$ cat src/rtl/delta_decompression.sv
// Serial delta/literal token decoder: rebuilds words from a flag+payload bit stream,
// adding sign-extended deltas to the last word handed to the consumer.
module delta_decompression #(
  parameter int                    DATA_WIDTH  = 8,
  parameter int                    DELTA_WIDTH = 4,
  parameter logic [DATA_WIDTH-1:0] STARTER     = '0
) (
  input  logic                  clk,
  input  logic                  reset,
  input  logic                  in,
  input  logic                  in_valid,
  output logic                  in_ready,
  output logic [DATA_WIDTH-1:0] out_data,
  output logic                  out_valid,
  input  logic                  out_ready,
  output logic                  out_literal
);

  localparam int CW = $clog2(DATA_WIDTH + 1);

  typedef enum logic [1:0] {HEADER, LITERAL, DELTA, HOLD} state_t;

  state_t                state;
  logic [DATA_WIDTH-1:0] shift_q;
  logic [DATA_WIDTH-1:0] prev;
  logic [CW-1:0]         bit_cnt;
  logic [DATA_WIDTH-1:0] shift_nxt;
  logic [DATA_WIDTH-1:0] delta_ext;
  logic [DATA_WIDTH-1:0] delta_sum;
  logic                  accept;

  assign in_ready  = (state != HOLD);
  assign accept    = in_valid && in_ready;
  assign shift_nxt = {shift_q[DATA_WIDTH-2:0], in};
  // The delta sits in the low bits of the shift register, including the bit arriving now.
  assign delta_ext = DATA_WIDTH'($signed(shift_nxt[DELTA_WIDTH-1:0]));
  assign delta_sum = prev + delta_ext;

  always_ff @(posedge clk) begin
    if (reset) begin
      state       <= HEADER;
      bit_cnt     <= '0;
      shift_q     <= '0;
      prev        <= STARTER;
      out_data    <= '0;
      out_valid   <= 1'b0;
      out_literal <= 1'b0;
    end else begin
      case (state)
        HEADER: begin
          if (accept) begin
            state   <= in ? LITERAL : DELTA;
            bit_cnt <= '0;
            shift_q <= '0;
          end
        end
        LITERAL: begin
          if (accept) begin
            shift_q <= shift_nxt;
            bit_cnt <= bit_cnt + CW'(1);
            if (bit_cnt == CW'(DATA_WIDTH - 1)) begin
              out_data    <= shift_nxt;
              out_literal <= 1'b1;
              out_valid   <= 1'b1;
              state       <= HOLD;
            end
          end
        end
        DELTA: begin
          if (accept) begin
            shift_q <= shift_nxt;
            bit_cnt <= bit_cnt + CW'(1);
            if (bit_cnt == CW'(DELTA_WIDTH - 1)) begin
              out_data    <= delta_sum;
              out_literal <= 1'b0;
              out_valid   <= 1'b1;
              state       <= HOLD;
            end
          end
        end
        HOLD: begin
          // Prediction base advances only once the consumer has taken the word.
          if (out_ready) begin
            prev      <= out_data;
            out_valid <= 1'b0;
            state     <= HEADER;
          end
        end
        default: state <= HEADER;
      endcase
    end
  end

endmodule

$ cat config.mk
export PLATFORM = sky130hd
export DESIGN_NAME = delta_decompression
export DESIGN_NICKNAME = d
export VERILOG_FILES = /design/src/rtl/delta_decompression.sv
export SDC_FILE = /design/constraint.sdc
export NUM_CORES = 1
export LEC_CHECK = 0
export CAP_MARGIN = 5
export CELL_PAD_IN_SITES_DETAIL_PLACEMENT = 0
export CELL_PAD_IN_SITES_GLOBAL_PLACEMENT = 1
export CORE_ASPECT_RATIO = 1.25
export CORE_MARGIN = 1.5
export CORE_UTILIZATION = 36
export DETAILED_ROUTE_END_ITERATION = 16
export HOLD_SLACK_MARGIN = 0.03
export PLACE_DENSITY = 0.74
export SKIP_CTS_REPAIR_TIMING = 1
export SYNTH_ARGS = -nofsm -noshare
export SYNTH_HDL_FRONTEND = slang
export SYNTH_SLANG_ARGS = --single-unit
$ cat constraint.sdc
create_clock -name clk -period 2.1 [get_ports clk]
set_input_delay 0.63 -clock clk [delete_from_list [all_inputs] [get_ports clk]]
set_output_delay 0.63 -clock clk [all_outputs]
set_load 0.01 [all_outputs]
# --- Word-level counts from Yosys, hierarchy flattened ---
# Index checks and enable logic that the tools add are counted.
# W data, S select, Z words.
totals:
  ff_bits: 31
  wordCells: 61
op_classes:
  addsub: 2
  n_eq_ne: 13
  muxes: 28
  n_reduce_logical: 11
ops:
  columns: ["operator", "n"]
  rows:
  - ["$mux W8", 4]
  - ["$pmux W8 S2", 1]
  - ["$mux W2", 7]
  - ["$mux W7", 2]
  - ["$ne A2 B2 Y1 const B", 7]
  - ["$pmux W7 S2", 1]
  - ["$reduce_and A6 Y1", 2]
  - ["$add A8 B8 Y8", 1]
  - ["$mux W4", 2]
  - ["$pmux W2 S4", 1]
  - ["$pmux W4 S2", 1]
  - ["$mux W1", 7]
  - ["$reduce_and A5 Y1", 1]
  - ["$add A4 B1 Y4 const B", 1]
  - ["$eq A2 B2 Y1 const B", 2]
  - ["$eq A4 B2 Y1 const B", 1]
  - ["$eq A4 B3 Y1 const B", 1]
  - ["$reduce_bool A2 Y1", 2]
  - ["$pmux W1 S3", 1]
  - ["$reduce_and A3 Y1", 1]
  - ["$reduce_bool A3 Y1", 1]
  - ["$eq A2 B1 Y1 const B", 1]
  - ["$logic_not A2 Y1", 1]
  - ["$ne A2 B1 Y1 const B", 1]
  - ["4 further kinds", 4]

# --- Longest topological paths before layout ---
# Gate-level depths: netlist of run 1.
depth:
  depth_word: 4
  depth_mapped: 7

# --- Least setup slack after synthesis of run 1 ---
# Ideal clock, no wire load.
synth_path:
  path_kind: "input to register"
  startpoint: "input port in"
  endpoint: "register out_data[6]"
  setup_ns: 0.117
  arrival_time_ns: 1.894
  setup_slack_ns: 0.089
  path_stages: 7
  path_buffers: 0
  path_cell_list: "ha_1 inv_1 fa_1 nor2b_1 o31a_1 o211ai_1 a32o_1"
synth_via:
  elab_chain_len: 4
synth_rtl:
  columns: ["element", "line", "source"]
  rows:
  - ["start, declared", "10", "input logic in,"]
  - ["$add A8 B8 Y8", "37", "assign delta_sum = prev + delta_ext;"]
  - ["$mux W8", "73", "if (bit_cnt == CW'(DELTA_WIDTH - 1)) begin"]
  - ["$mux W8", "70", "if (accept) begin"]
  - ["$pmux W8 S2", "49", "case (state)"]
  - ["end signal, assigned", "62", "out_data <= shift_nxt;"]
  - ["end signal, assigned", "74", "out_data <= delta_sum;"]
  - ["end, declared", "13", "output logic [DATA_WIDTH-1:0] out_data,"]
# No other way between the ends. The select of a mux whose other input is x is not followed.
# A chain may end at the register's enable or synchronous reset.

# --- Worst setup path after layout of run 1 ---
layout_path:
  startpoint: "input port in"
  endpoint: "register out_data[4]"
# Same word-level chain as after synthesis.

==> results.toml, run 1 <==
[clocking]
clkSlewWorstSetupHoldPaths_ns = 0.07
clock_latency_ns = 0.29
cts_made_buffers = 5
root_buffer = "clkbuf_8"
cts_tree = "yes"
cts.sinks = 31
clockBufferDepth = 2
cts.htree.levels = 2

[die]
die_area_um2 = 5570
die_y_um = 83.1
ios = 16
core_um2 = 4830
fp.dieW_um = 67.1
start_util_pct = 38.2
num_rows = 28

[sta]
fin_skew_ns = 0.00876
period_minus_slack_ns = 1.93
fin_crit_sh_pct = 91.9
finalHoldViolCount = 0
finalSetupViolations = 0
holdWs_ns = 0.468
fin_ws_ns = 0.171
rsz0062_at_grt = "no"
worst_pin_slew_ns = 0.588
slew-limit-headroom_pct = 60.5
fmax_ghz = 0.518
slew_viol_final = 0

[synthesis]
synth-simple-area-share_pct = 18.3
ys_types = 55
synth_top_family_by_area = "compound AO/OA/AOI/OAI gates"
synth-edff-count = 0
synth-seq-cells = 31
yosysWarnings = 0
synthCells = 212
syn_nets = 231
ys_seq_area_share_pct = 33.6
muxShareOfSynthArea_pct = 2.71
synthXorXnorAreaFrac_pct = 1.90
syn_area_um2 = 1850
avgSynthCellArea_um2 = 8.71
synthAdderAreaFrac_pct = 9.89
synth-compound-area-share_pct = 27.6
ys.flop_type = "dfxtp_1"
synthArstFlopShare_pct = 0

[routing]
first_pass_iters = 4
drc = 0
vias_per_cell = 5.47
routedWlPerCell_um = 15.0
vias = 1656
final_antenna_net_count = 0
drtIter0Drc = 117
wl_mm = 4.56

[critical_path]
worstPathRequired_ns = 2.31
cp_cell_sequence = "dlymetal6s2s_1 > ha_2 > inv_2 > fa_2 > nor2b_4 > o31a_1 > buf_4 > a211o_1 > a31oi_1"
r2r-start = "shift_q[2]"
crit_path_end_kind = "flop"
cp_slowest_cell = "o31a_1"
reg2reg_depth = 6
cp_num_buf_inv = 3
crit_type = "primary input to flop"
cp_max_fo = 4
worstPathArrival_ns = 2.14
reg2reg_setup_slack_ns = 0.21
start_kind = "primary input"
slowest_delay_ns = 0.29
path_depth = 9
path_delay_family = "compound AO/OA/AOI/OAI gates"
timing.rr.end = "out_data[4]"

[power_and_ir_drop]
clockPowerShare_pct = 31.6
power_mw = 1.96
switching_share_pct = 33.4
combinationalPowerShare_pct = 33.1
p_seq_share_pct = 35.3
peakVddDrop_mv = 0.460
p_per_area_nw_per_um2 = 861
internal_power_mw = 1.30
power_leakage_nw = 0.860
p_switching_mw = 0.653

[place]
numPortBuffers = 15
dpl.cell_count = 294
dp_hpwl_mm = 3.35
post-place-ws_ns = -0.542
place.gp.congestion = 0.805

[flow_run]
drv_cap = 0

[outcome]
outcome = "complete, no violations"

[grt]
grt_pass1_vias = 1578
grt_pass1_wl_mm = 7.64
grt.total_usage_pct = 17.9
antenna_found_initial = 0
overflow = 0
grt_max_degree = 13

[hold_path]
min_to = "prev[4]"
hold_start = "prev[4]"
hold_depth = 2
hp-class = "flop to flop"

[layout]
final_common_cell = "dfxtp_1"
instances_no_fill = 303
antenna_cells = 0
seqCellArea_um2 = 621
multi_input_area_um2 = 1130
fin_util_pct = 47.0
drive_gt1_share_pct = 17.3
final_cell_mix = "dfxtp_1, a21oi_1, buf_4"
nets = 261
nFillCells = 488
area_delta_synth_final_pct = 23.1
-- cell usage after synthesis, drive strengths merged (2+ instances only) --
| master | number | area share (%) |
|---|---|---|
| a32o | 2 | 1.1 |
| inv | 10 | 2.0 |
| nand3 | 12 | 3.3 |
| xnor2 | 2 | 0.95 |
| a21oi | 19 | 5.1 |
| a41o | 2 | 1.2 |
| dfxtp | 31 | 34 |
| a22oi | 8 | 3.3 |
| ha | 13 | 8.8 |
| o21a | 2 | 0.81 |
| o21ai | 8 | 2.2 |
| nor3 | 6 | 1.6 |
| nand2b | 2 | 0.68 |
| a211oi | 4 | 2.2 |
| a31oi | 4 | 1.7 |
| clkbuf | 3 | 0.61 |
| nand3b | 2 | 0.81 |
| mux2i | 5 | 2.7 |
| buf | 7 | 3.1 |
| o31ai | 2 | 0.81 |
| nor2 | 20 | 4.6 |
| o211ai | 5 | 2.0 |
| nand2 | 15 | 3.0 |
| xor2 | 2 | 0.95 |
| nor2b | 5 | 1.7 |
-- cells by family (layout without fill, tap and decap cells) --
group           Yosys count  after routing
mux                       5              5
xor+xnor                  4              4
simple gates             68             68
fa+ha+maj                14             14
buf+inv                  21             52
compound gates           69             69
flops                    31             31
-- flip-flops by register name, summed over array words and instances (netlist names) --
signal       flops
out_data         8
out_valid        1
shift_q          7
state            2
out_literal      1
bit_cnt          4
prev             8
-- worst max-delay path by stage --
stage | start | endpoint | slack [ns]
after floorplan | in | out_data[6] | 0.09
after global placement | in | out_data[6] | -0.52
after detailed placement | in | out_data[6] | -0.54
after CTS | in | out_data[6] | -0.24
after global routing | in | out_data[4] | 0.12
final | in | out_data[4] | 0.17
-- power groups by stage --
stage / Combinational, mW / Clock (mW) / Sequential (mW)
2_1_floorplan: 0.433 / 0 / 0.705
3_3_place_gp: 0.643 / 0 / 0.702
3_5_place_dp: 0.647 / 0 / 0.703
4_1_cts: 0.652 / 0.632 / 0.690
5_1_grt: 0.719 / 0.661 / 0.695
6_report: 0.648 / 0.619 / 0.690
-- worst reg2reg max path: stages (launching register included) --
cell	delay, ns
dfxtp_1	0.59
ha_1	0.36
o21a_1	0.21
o31a_1	0.12
buf_4	0.14
a211o_1	0.25
a31oi_1	0.15
-- metal layers --
layer,track usage (%),wire length [um],up-vias
met5,0,0,-
met4,6.49,70,0
met3,4.07,112,8
met2,29.2,2240,19
met1,22.6,2130,788
li1,-,-,841
-- final cells by class --
class                      count  share of cell area (%)
timing repair buffer          33                    12.8
tap                           60                    3.30
sequential                    31                    27.3
clock inverter                 2                    1.54
clock buffer                   6                    3.63
multi-input combinational    160                    49.6
inverter                      11                    1.82
-- metrics by stage --
stage                     setup TNS, ns  area [um^2]
after floorplan                       0         1850
after global placement            -2.07         2130
after detailed placement          -2.08         2130
after CTS                        -0.558         2250
after global routing                  0         2270
final                                 0         2270
No activity file was read; power rests on OpenSTA's default activity.
==> run 2: changes to the inputs <==
Settings changed: CAP_MARGIN 5 to 20.
==> results of run 2 <==
Final layout, timing and power as in run 1 (identical DEF).
